### config.mk
export PLATFORM = sky130hd
export DESIGN_NAME = multiplier_arbiter_flat
export DESIGN_NICKNAME = d
export VERILOG_FILES = /design/src/rtl/multiplier_arbiter_if.sv /design/src/rtl/multiplier_arbiter.sv /design/src/flat_wrapper.sv
export SDC_FILE = /design/constraint.sdc
export NUM_CORES = 1
export LEC_CHECK = 0
export BUFFER_PORTS_ARGS = -buffer_cell sky130_fd_sc_hd__buf_4
export CAP_MARGIN = 20
export CORE_MARGIN = 1.5
export CORE_UTILIZATION = 40
export CTS_BUF_LIST = sky130_fd_sc_hd__clkbuf_8
export DETAILED_ROUTE_END_ITERATION = 8
export PLACE_DENSITY = 0.66
export SKIP_CTS_REPAIR_TIMING = 1
export SLEW_MARGIN = 40
export SYNTH_ARGS = -nofsm -noshare
export SYNTH_HDL_FRONTEND = slang
export SYNTH_SLANG_ARGS = --single-unit
export TNS_END_PERCENT = 5
### constraint.sdc
create_clock -name i_clock -period 3.75 [get_ports i_clock]
set_input_delay 0.375 -clock i_clock [delete_from_list [all_inputs] [get_ports i_clock]]
set_output_delay 0.375 -clock i_clock [all_outputs]
set_load 0.01 [all_outputs]
### src/rtl/multiplier_arbiter_if.sv
// Client and multiplier-side signals of the shared-multiplier arbiter.
interface multiplier_arbiter_if #(
  parameter int unsigned BITS       = 4,
  parameter int unsigned REQUESTERS = 4
);
  logic [REQUESTERS-1:0]      i_request;
  logic [REQUESTERS*BITS-1:0] i_multiplicand;
  logic [REQUESTERS*BITS-1:0] i_multiplier;
  logic [REQUESTERS-1:0]      o_grant;
  logic [REQUESTERS-1:0]      o_done;
  logic [REQUESTERS-1:0]      o_error;
  logic [2*BITS-1:0]          o_product;
  logic                       o_mul_start;
  logic [BITS-1:0]            o_mul_multiplicand;
  logic [BITS-1:0]            o_mul_multiplier;
  logic                       i_mul_finished;
  logic [2*BITS-1:0]          i_mul_product;

  // Clients plus the multiplier: drive requests/operands and the completion.
  modport master (
    output i_request, i_multiplicand, i_multiplier, i_mul_finished, i_mul_product,
    input  o_grant, o_done, o_error, o_product, o_mul_start,
           o_mul_multiplicand, o_mul_multiplier
  );

  // The arbiter itself.
  modport slave (
    input  i_request, i_multiplicand, i_multiplier, i_mul_finished, i_mul_product,
    output o_grant, o_done, o_error, o_product, o_mul_start,
           o_mul_multiplicand, o_mul_multiplier
  );
endinterface

### src/rtl/multiplier_arbiter.sv
// Round-robin arbiter sharing one sequential multiplier between several clients.
module multiplier_arbiter #(
  parameter int unsigned BITS       = 4,
  parameter int unsigned REQUESTERS = 4,
  parameter int unsigned TIMEOUT    = 64
) (
  input  logic                 i_clock,
  input  logic                 i_reset,
  multiplier_arbiter_if.slave  bus
);
  localparam int unsigned IDX_W = $clog2(REQUESTERS);
  localparam int unsigned CNT_W = $clog2(TIMEOUT);
  localparam int unsigned PW    = 2 * BITS;

  typedef enum logic [1:0] {S_IDLE, S_START, S_BUSY, S_DONE} state_e;

  state_e                state_q, state_d;
  logic [REQUESTERS-1:0] grant_q, grant_d;
  logic [REQUESTERS-1:0] done_q, done_d;
  logic [REQUESTERS-1:0] error_q, error_d;
  logic [PW-1:0]         product_q, product_d;
  logic                  start_q, start_d;
  logic [BITS-1:0]       mcand_q, mcand_d;
  logic [BITS-1:0]       mplier_q, mplier_d;
  logic [IDX_W-1:0]      ptr_q, ptr_d;
  logic [IDX_W-1:0]      winner_q, winner_d;
  logic [CNT_W-1:0]      cnt_q, cnt_d;

  logic                  arb_found_c;
  logic [IDX_W-1:0]      arb_win_c;
  logic [IDX_W-1:0]      arb_idx_c;
  logic                  timeout_c;

  // Round-robin pick: first asserted request scanning from the pointer upward.
  always_comb begin
    arb_found_c = 1'b0;
    arb_win_c   = '0;
    arb_idx_c   = '0;
    for (int unsigned i = 0; i < REQUESTERS; i++) begin
      arb_idx_c = IDX_W'((32'(ptr_q) + i) % REQUESTERS);
      if (!arb_found_c && bus.i_request[arb_idx_c]) begin
        arb_found_c = 1'b1;
        arb_win_c   = arb_idx_c;
      end
    end
  end

  assign timeout_c = (cnt_q == CNT_W'(TIMEOUT - 1));

  // State register and datapath flops.
  always_ff @(posedge i_clock) begin
    if (i_reset) begin
      state_q   <= S_IDLE;
      grant_q   <= '0;
      done_q    <= '0;
      error_q   <= '0;
      product_q <= '0;
      start_q   <= 1'b0;
      mcand_q   <= '0;
      mplier_q  <= '0;
      ptr_q     <= '0;
      winner_q  <= '0;
      cnt_q     <= '0;
    end else begin
      state_q   <= state_d;
      grant_q   <= grant_d;
      done_q    <= done_d;
      error_q   <= error_d;
      product_q <= product_d;
      start_q   <= start_d;
      mcand_q   <= mcand_d;
      mplier_q  <= mplier_d;
      ptr_q     <= ptr_d;
      winner_q  <= winner_d;
      cnt_q     <= cnt_d;
    end
  end

  // Next-state logic.
  always_comb begin
    state_d = state_q;
    unique case (state_q)
      S_IDLE:  if (arb_found_c) state_d = S_START;
      S_START: state_d = S_BUSY;
      S_BUSY:  if (bus.i_mul_finished || timeout_c) state_d = S_DONE;
      S_DONE:  state_d = S_IDLE;
      default: state_d = S_IDLE;
    endcase
  end

  // Registered outputs and datapath updates; finished beats timeout.
  always_comb begin
    grant_d   = grant_q;
    done_d    = '0;
    error_d   = '0;
    product_d = product_q;
    start_d   = 1'b0;
    mcand_d   = mcand_q;
    mplier_d  = mplier_q;
    ptr_d     = ptr_q;
    winner_d  = winner_q;
    cnt_d     = cnt_q;
    unique case (state_q)
      S_IDLE: begin
        grant_d = '0;
        if (arb_found_c) begin
          grant_d  = REQUESTERS'(1) << arb_win_c;
          winner_d = arb_win_c;
          mcand_d  = bus.i_multiplicand[32'(arb_win_c) * BITS +: BITS];
          mplier_d = bus.i_multiplier[32'(arb_win_c) * BITS +: BITS];
          start_d  = 1'b1;
        end
      end
      S_START: cnt_d = '0;
      S_BUSY: begin
        cnt_d = cnt_q + CNT_W'(1);
        if (bus.i_mul_finished) begin
          product_d = bus.i_mul_product;
          done_d    = grant_q;
          grant_d   = '0;
        end else if (timeout_c) begin
          error_d = grant_q;
          grant_d = '0;
        end
      end
      S_DONE: begin
        grant_d = '0;
        ptr_d   = (winner_q == IDX_W'(REQUESTERS - 1)) ? '0 : winner_q + IDX_W'(1);
      end
      default: grant_d = '0;
    endcase
  end

  assign bus.o_grant            = grant_q;
  assign bus.o_done             = done_q;
  assign bus.o_error            = error_q;
  assign bus.o_product          = product_q;
  assign bus.o_mul_start        = start_q;
  assign bus.o_mul_multiplicand = mcand_q;
  assign bus.o_mul_multiplier   = mplier_q;
endmodule

### src/flat_wrapper.sv
// flat-port wrapper written by rule: the top's interface ports become plain ports
module multiplier_arbiter_flat 
#(
  parameter int unsigned BITS       = 4,
  parameter int unsigned REQUESTERS = 4,
  parameter int unsigned TIMEOUT    = 64
)
  (i_clock, i_reset, bus_i_request, bus_i_multiplicand, bus_i_multiplier, bus_i_mul_finished, bus_i_mul_product, bus_o_grant, bus_o_done, bus_o_error, bus_o_product, bus_o_mul_start, bus_o_mul_multiplicand, bus_o_mul_multiplier);
  multiplier_arbiter_if #(.BITS(BITS), .REQUESTERS(REQUESTERS)) bus_i ();
  input  logic i_clock;
  input  logic i_reset;
  input wire logic [$bits(bus_i.i_request)-1:0] bus_i_request;
  input wire logic [$bits(bus_i.i_multiplicand)-1:0] bus_i_multiplicand;
  input wire logic [$bits(bus_i.i_multiplier)-1:0] bus_i_multiplier;
  input wire logic [$bits(bus_i.i_mul_finished)-1:0] bus_i_mul_finished;
  input wire logic [$bits(bus_i.i_mul_product)-1:0] bus_i_mul_product;
  output wire logic [$bits(bus_i.o_grant)-1:0] bus_o_grant;
  output wire logic [$bits(bus_i.o_done)-1:0] bus_o_done;
  output wire logic [$bits(bus_i.o_error)-1:0] bus_o_error;
  output wire logic [$bits(bus_i.o_product)-1:0] bus_o_product;
  output wire logic [$bits(bus_i.o_mul_start)-1:0] bus_o_mul_start;
  output wire logic [$bits(bus_i.o_mul_multiplicand)-1:0] bus_o_mul_multiplicand;
  output wire logic [$bits(bus_i.o_mul_multiplier)-1:0] bus_o_mul_multiplier;
  assign bus_i.i_request = bus_i_request;
  assign bus_i.i_multiplicand = bus_i_multiplicand;
  assign bus_i.i_multiplier = bus_i_multiplier;
  assign bus_i.i_mul_finished = bus_i_mul_finished;
  assign bus_i.i_mul_product = bus_i_mul_product;
  assign bus_o_grant = bus_i.o_grant;
  assign bus_o_done = bus_i.o_done;
  assign bus_o_error = bus_i.o_error;
  assign bus_o_product = bus_i.o_product;
  assign bus_o_mul_start = bus_i.o_mul_start;
  assign bus_o_mul_multiplicand = bus_i.o_mul_multiplicand;
  assign bus_o_mul_multiplier = bus_i.o_mul_multiplier;
  multiplier_arbiter #(.BITS(BITS), .REQUESTERS(REQUESTERS), .TIMEOUT(TIMEOUT)) u_core (.i_clock(i_clock), .i_reset(i_reset), .bus(bus_i));
endmodule
Word-level counts from Yosys, hierarchy flattened --
Cells that the tools add are included.
Storage, ports and cells: output and inout port bits 29, register bits after elaboration 41, bits of input ports 47, logic and storage cells 78
Cells by class: $lt $le $gt $ge 4, reductions and logical operators 17, multiplexer cells 26, bitwise logic cells 4, shift-type cells 3, add/subtract/negate cells 5, equality and inequality tests 8
Operator list (count):
- $shiftx 16x5->4 | 2
- $mux 2 | 7
- $lt 2x3->1 const B | 4
- $mux 4 | 3
- $pmux 4 s3 | 1
- $pmux 6 s2 | 1
- $mux 1 | 9
- $bmux 1 s2 | 4
- $pmux 2 s4 | 1
- $reduce_and 2->1 | 4
- $add 6x1->6 const B | 1
- $eq 2x2->1 const B | 3
- $eq 6x6->1 const B | 1
- $add 2x1->2 const B | 2
- $add 2x2->2 const B | 2
- $ne 2x1->1 const B | 2
- $not 1->1 | 4
- $reduce_or 4->1 | 1
- $shl 1x2->4 const A | 1
- $logic_and 1x1->1 | 3
- $logic_not 1->1 | 3
- $ne 3x2->1 const B | 1
- $reduce_bool 3->1 | 1
- $reduce_or 3->1 | 1
- other kinds (5) | 5

Longest topological paths before layout --
Gate-level depths: netlist (run 1).
word-level depth 15, gate-level depth with buffers 7, mapped depth without buffers 7

Worst setup path before layout (run 1) --
Ideal clock, no wire load.
kind register to register, start reg u_core.state_q[1], end reg u_core.cnt_q[5], arrival time 1511 ps, required time 3680 ps, buffers on the path 1, slack 2169 ps, cell stages (with the launch flop) 7, library setup time 70 ps, clock period less this slack 1581 ps, cells stage by stage dfxtp_1 > inv_1 > ha_1 > clkbuf_1 > nand3_1 > or3_1 > a21oi_1
On the way: longest elaborated chain between the ends 2, elaborated cells on any way between the ends 4, classes of those cells 2 x eq/ne; 1 x mux; 1 x reduce/logical
Ends and longest elaborated chain:
- start: declaration | RTL line multiplier_arbiter.sv:17 | state_e state_q, state_d;
- start signal: assignment | RTL line multiplier_arbiter.sv:65 | state_q <= state_d;
- $eq 2x2->1 / $eq 2x1->1 (equally long branches) | RTL line multiplier_arbiter.sv:103 | unique case (state_q)
- $pmux 6 s2 / $reduce_bool 2->1 (equally long branches)
- end signal: assignment | RTL line multiplier_arbiter.sv:75 | cnt_q <= cnt_d;
- end: declaration | RTL line multiplier_arbiter.sv:27 | logic [CNT_W-1:0] cnt_q, cnt_d;
Parallel ways exist; a longest one is shown, timed or not. A chain may end at the register's enable or synchronous reset.

Final worst setup path (run 1) --
start reg u_core.state_q[0], end reg u_core.grant_q[0] (netlist: u_core.bus.o_grant[0])
On the way: longest elaborated chain between the ends 3, elaborated cells on any way between the ends 7, classes of those cells 3 x eq/ne; 1 x mux; 3 x reduce/logical
Ends and longest elaborated chain:
- $eq 2x2->1 / $logic_not 2->1 (equally long branches) | RTL line multiplier_arbiter.sv:103
- $ne 3x2->1 (no source line) / $reduce_bool 3->1 (equally long branches)
- $reduce_and 2->1 (no source line)
- end signal: assignment | RTL line multiplier_arbiter.sv:66 | grant_q <= grant_d;
- end: declaration | RTL line multiplier_arbiter.sv:18 | logic [REQUESTERS-1:0] grant_q, grant_d;
Parallel ways exist; a longest one is shown, timed or not.

==> results.sh, run 1 <==
export IMPL_syn_to_final_growth_pct=36.5
export IMPL_post_route_drc_count=0
export IMPL_hold_slack_ns=0.334
export IMPL_synth_enable_flop_cells=0
export IMPL_h_tree_depth=2
export IMPL_die_y_um=71.2
export IMPL_regArea_um2=821
export IMPL_critPathLaunchType="flop"
export IMPL_finalSetupViolCount=0
export IMPL_status="finished clean"
export IMPL_maxSlewViolCount=0
export IMPL_routed_wl_um=4160
export IMPL_critPathMaxFanout=13
export IMPL_finalCritPeriodShare=0.505
export IMPL_port_buffers=75
export IMPL_finalNetCount=321
export IMPL_place_ws_ns=1.70
export IMPL_io_pins=76
export IMPL_end_kind="flop"
export IMPL_min_from="bus_i_mul_product[6]"
export IMPL_grt_setup_unrepaired="no"
export IMPL_worst_ep_arrival_time_ns=2.12
export IMPL_slowest_stage="nor4_2"
export IMPL_ys_async_sr_fraction=0
export IMPL_synth_seq_cells=41
export IMPL_cp_depth=5
export IMPL_clock_sinks=41
export IMPL_drive_gt1_frac=0.326
export IMPL_grt_pass1_vias=1528
export IMPL_fin_ws_ns=1.86
export IMPL_antennaDiodeCount=0
export IMPL_initial_core_util=0.421
export IMPL_avgSynthCellArea_um2=9.53
export IMPL_cts_tree="built"
export IMPL_powerDensity_nw_per_um2=544
export IMPL_clock_latency_ns=0.29
export IMPL_period_minus_slack_ns=1.89
export IMPL_peakVddDrop_uv=294
export IMPL_cp_startpoint="u_core.state_q[0]$_SDFFE_PP0P_"
export IMPL_cap_violations=0
export IMPL_multiInputGateArea_um2=965
export IMPL_firstDrtPassIters=4
export IMPL_grt_max_degree=34
export IMPL_clk_pin_slew_worst_paths_ns=0.08
export IMPL_netlist_area_um2=1860
export IMPL_die_w_um=71.2
export IMPL_hold_viol=0
export IMPL_criticalPathCategory="reg -> reg"
export IMPL_dp_hpwl_um=3110
export IMPL_nFillCells=408
export IMPL_r2r_start="u_core.state_q[0]$_SDFFE_PP0P_"
export IMPL_slowest_delay_ns=0.45
export IMPL_tightest_slew_ns=0.599
export IMPL_seq_area_frac_synth=0.442
export IMPL_hold_path_class="in -> reg"
export IMPL_rows=24
export IMPL_via_per_inst=5.08
export IMPL_dr_total_vias=1621
export IMPL_worst_path_buf_inv=1
export IMPL_fin_setup_tns_ns=0
export IMPL_cts_max_path_buffers=2
export IMPL_die_area_um2=5060
export IMPL_leakage_nw=1.09
export IMPL_antenna_found_initial=0
export IMPL_ys_types=36
export IMPL_track_usage=0.170
export IMPL_crit_chain="inv_1, ha_1, nor4_2, or3b_1, a21oi_1"
export IMPL_cts_root_buf="clkbuf_8"
export IMPL_max_freq_mhz=528
export IMPL_first_iter_violations=71
export IMPL_r2r_end="u_core.bus.o_grant[0]$_SDFFE_PP0P_"
export IMPL_min_path_cells=3
export IMPL_grt_pass1_wl_um=6910
export IMPL_reg2reg_depth=5
export IMPL_synthesis_nets=249
export IMPL_required_ns=3.98
export IMPL_wl_per_cell_um=13.0
export IMPL_worstHoldEndpoint="u_core.bus.o_product[6]$_SDFFE_PP0P_"
export IMPL_core_area_um2=4410
export IMPL_yosysWarningCount=0
export IMPL_skew_ns=0.00644
export IMPL_syn_inst=195
export IMPL_place_gp_congestion=0.724
export IMPL_cts_inserted_buffers=5
export IMPL_cp_top_family="simple AND/OR/NAND/NOR gates"
export IMPL_ff2ff_setup_slack_ns=1.86
export IMPL_ant_nets=0
export IMPL_relSlewSlack=0.597
export IMPL_ys_flop_type="dfxtp_1"
export IMPL_grt_overflow_total=0
-- cell type report --
class / instances / share of cell area
Multi-Input combinational cell: 139 / 0.380
Sequential cell: 41 / 0.324
Timing Repair Buffer: 75 / 0.222
Clock buffer: 5 / 0.0271
Tap cell: 52 / 0.0257
Clock inverter: 2 / 0.0138
Inverter: 5 / 0.00740
-- Yosys cell counts, types with 2 or more instances --
library cell / count / area [um2]
a21o_1: 2 / 15.0
a21oi_1: 14 / 70.1
a32oi_1: 2 / 17.5
and2_1: 4 / 25.0
buf_4: 2 / 15.0
clkbuf_1: 6 / 22.5
dfxtp_1: 41 / 821
ha_1: 7 / 87.6
inv_1: 5 / 18.8
mux2i_1: 21 / 210
nand2_1: 17 / 63.8
nand2b_1: 5 / 31.3
nand3_1: 11 / 55.1
nand3b_1: 9 / 67.6
nand4_1: 2 / 12.5
nor2_1: 14 / 52.6
nor3b_1: 4 / 30.0
nor4_2: 2 / 25.0
o221ai_1: 8 / 70.1
xor2_1: 3 / 26.3
-- metal layers --
metal,vias to the layer above,track usage,part of all wire
met5,-,0,0
met4,0,0.0755,0.014
met3,6,0.0427,0.045
met2,32,0.277,0.47
met1,745,0.212,0.47
li1,838,-,-
-- layout by cell type, fill, tap and decap left out, types with 4 or more instances in the layout --
cell and instances:
buf_4 75, dfxtp_1 41, mux2i_1 21, nand2_1 17, nor2_1 14, a21oi_1 14
nand3_1 11, nand3b_1 9, o221ai_1 8, ha_1 7, inv_1 5, nand2b_1 5
clkbuf_8 5, and2_1 4, nor3b_1 4
-- kinds of logic after synthesis --
group                    synth area share
AND/OR/NAND/NOR                     0.216
flip-flops                          0.442
AO/OA/AOI/OAI                       0.124
multiplexers                        0.113
buffers and inverters              0.0391
adder cells (fa/ha/maj)            0.0471
XOR/XNOR                           0.0189
-- state kept, by name (all words and copies together) (netlist names) --
name	cells
u_core.bus.o_done	4
u_core.bus.o_error	4
u_core.bus.o_grant	4
u_core.bus.o_mul_multiplicand	4
u_core.bus.o_mul_multiplier	4
u_core.bus.o_mul_start	1
u_core.bus.o_product	8
u_core.cnt_q	6
u_core.ptr_q	2
u_core.state_q	2
u_core.winner_q	2
-- report_power, final --
group | switching, mW | internal (mW)
clock | 0.145 | 0.193
combinational | 0.256 | 0.226
sequential | 0.0496 | 0.508
-- stage by stage --
step                      instances  power, mW  area (um2)   util
after global placement          312       1.05        2430  0.551
after CTS                       319       1.39        2540  0.575
after detailed placement        312       1.05        2430  0.551
final                           319       1.38        2540  0.575
after global routing            319       1.46        2540  0.575
after floorplan                 195      0.883        1860      -
-- worst min-delay path, delay by kind of cell --
kind            cells  cell delay [ns]
compound gates      1             0.05
buf+inv             1             0.11
simple gates        1             0.05
-- worst max path at each step --
stage	end	slack [ns]
2_1_floorplan	u_core.cnt_q[5]$_SDFFE_PP0P_	2.17
3_3_place_gp	u_core.bus.o_mul_multiplier[3]$_SDFFE_PP0P_	1.77
3_5_place_dp	u_core.bus.o_mul_multiplier[2]$_SDFFE_PP0P_	1.70
4_1_cts	u_core.bus.o_grant[0]$_SDFFE_PP0P_	1.85
5_1_grt	u_core.bus.o_grant[0]$_SDFFE_PP0P_	1.72
6_report	u_core.bus.o_grant[0]$_SDFFE_PP0P_	1.86
(Power assumes the default switching activity.)
==> run 2, diff against run 1 <==
- clock period: 3.75 -> 1.8 ns (I/O delays scaled with it)
==> results.sh, run 2 (synthesis gave the netlist of run 1 again) <==
export IMPL_status="finished clean"
export IMPL_largest_reg_flops=8
export IMPL_cts_inserted_buffers=5
export IMPL_finalInstanceArea_um2=2610
export IMPL_die_w_um=71.2
export IMPL_hold_viol=0
export IMPL_antenna_found_initial=0
export IMPL_required_ns=2.03
export IMPL_initial_core_util=0.421
export IMPL_clk_pin_slew_worst_paths_ns=0.09
export IMPL_first_iter_violations=73
export IMPL_critPathLaunchType="flop"
export IMPL_io_pins=76
export IMPL_hold_path_class="in -> reg"
export IMPL_drive_gt1_frac=0.345
export IMPL_seqPwrFrac=0.386
export IMPL_h_tree_depth=2
export IMPL_fin_util=0.591
export IMPL_p_sw_uw=985
export IMPL_powerDensity_nw_per_um2=1150
export IMPL_hold_slack_ns=0.136
export IMPL_cts_max_path_buffers=2
export IMPL_syn_to_final_growth_pct=40.3
export IMPL_cts_root_buf="clkbuf_8"
export IMPL_track_usage=0.169
export IMPL_relSlewSlack=0.722
export IMPL_layout_commonest_cell="buf_4"
export IMPL_place_gp_congestion=0.735
export IMPL_post_place_cells=319
export IMPL_routed_wl_um=4210
export IMPL_cellInternalPower_mw=2.01
export IMPL_p_clk_frac=0.248
export IMPL_grt_overflow_total=0
export IMPL_pwr_share_comb=0.367
export IMPL_grt_setup_unrepaired="no"
export IMPL_finalNetCount=328
export IMPL_rows=24
export IMPL_finalCritPeriodShare=0.868
export IMPL_place_ws_ns=0.0793
export IMPL_leakage_nw=1.13
export IMPL_fin_total_pwr_mw=3.00
export IMPL_fin_ws_ns=0.237
export IMPL_final_cell_mix="82 x buf_4, 41 x dfxtp_1, 21 x mux2i_1"
export IMPL_dp_hpwl_um=3060
export IMPL_dr_total_vias=1656
export IMPL_clock_sinks=41
export IMPL_crit_chain="nand2b_1, nor2b_1, o22a_4, or3b_1, a21oi_1"
export IMPL_clock_latency_ns=0.29
export IMPL_firstDrtPassIters=4
export IMPL_place_area_um2=2480
export IMPL_grt_pass1_wl_um=6820
export IMPL_cp_top_family="simple AND/OR/NAND/NOR gates"
export IMPL_criticalPathCategory="reg -> reg"
export IMPL_critPathMaxFanout=21
export IMPL_die_y_um=71.2
export IMPL_peakVddDrop_uv=638
export IMPL_end_kind="flop"
export IMPL_max_freq_mhz=640
export IMPL_ant_nets=0
export IMPL_core_area_um2=4410
export IMPL_skew_ns=0.0105
export IMPL_cts_tree="built"
export IMPL_maxSlewViolCount=0
export IMPL_tightest_slew_ns=0.416
export IMPL_worst_path_buf_inv=0
export IMPL_finalSetupViolCount=0
export IMPL_slowest_stage="or3b_1"
export IMPL_wl_per_cell_um=12.9
export IMPL_via_per_inst=5.06
export IMPL_stdcell_count=327
export IMPL_antennaDiodeCount=0
export IMPL_port_buffers=75
export IMPL_swShare=0.329
export IMPL_nFillCells=372
export IMPL_worst_ep_arrival_time_ns=1.79
export IMPL_slowest_delay_ns=0.39
export IMPL_cap_violations=0
export IMPL_fin_setup_tns_ns=0
export IMPL_post_route_drc_count=0
export IMPL_grt_max_degree=34
export IMPL_die_area_um2=5060
export IMPL_period_minus_slack_ns=1.56
export IMPL_grt_pass1_vias=1518
## run 2: worst paths after layout
path / start / end / slack (ns) / cells past startpoint
hold reg to reg: u_core.bus.o_product[5]$_SDFFE_PP0P_ / u_core.bus.o_product[5]$_SDFFE_PP0P_ / 0.46 / 2
setup / recovery: u_core.ptr_q[0]$_SDFFE_PP0P_ / u_core.bus.o_grant[0]$_SDFFE_PP0P_ / 0.24 / 5
setup reg to reg: u_core.ptr_q[0]$_SDFFE_PP0P_ / u_core.bus.o_grant[0]$_SDFFE_PP0P_ / 0.24 / 5
hold / removal: bus_i_mul_product[6] / u_core.bus.o_product[6]$_SDFFE_PP0P_ / 0.14 / 3
## run 2: metal layers
| layer | track usage | routed length (um) |
|---|---|---|
| met1 | 0.211 | 1970 |
| met2 | 0.270 | 1940 |
| met3 | 0.0442 | 226 |
| met4 | 0.0818 | 67 |
| met5 | 0 | 0 |
## run 2: worst min-delay path, cell delays in order
cell and delay (ns):
buf_4 0.11, nand3_1 0.05, a21oi_1 0.05
## run 2: power groups by stage
| stage | combinational, mW | clock [mW] | sequential, mW |
|---|---|---|---|
| after detailed placement | 1.10 | 0 | 1.18 |
| after CTS | 1.11 | 0.759 | 1.16 |
| after global routing | 1.21 | 0.800 | 1.18 |
| after floorplan | 0.626 | 0 | 1.21 |
| final | 1.10 | 0.742 | 1.16 |
| after global placement | 1.09 | 0 | 1.18 |
## run 2: cell type report
class                           instances  area, um2  area share
Tap cell                               52       65.1      0.0250
Multi-Input combinational cell        139        972       0.373
Inverter                                5       18.8     0.00720
Clock inverter                          3       46.3      0.0178
Clock buffer                            5       68.8      0.0264
Sequential cell                        41        821       0.315
Timing Repair Buffer                   82        616       0.236
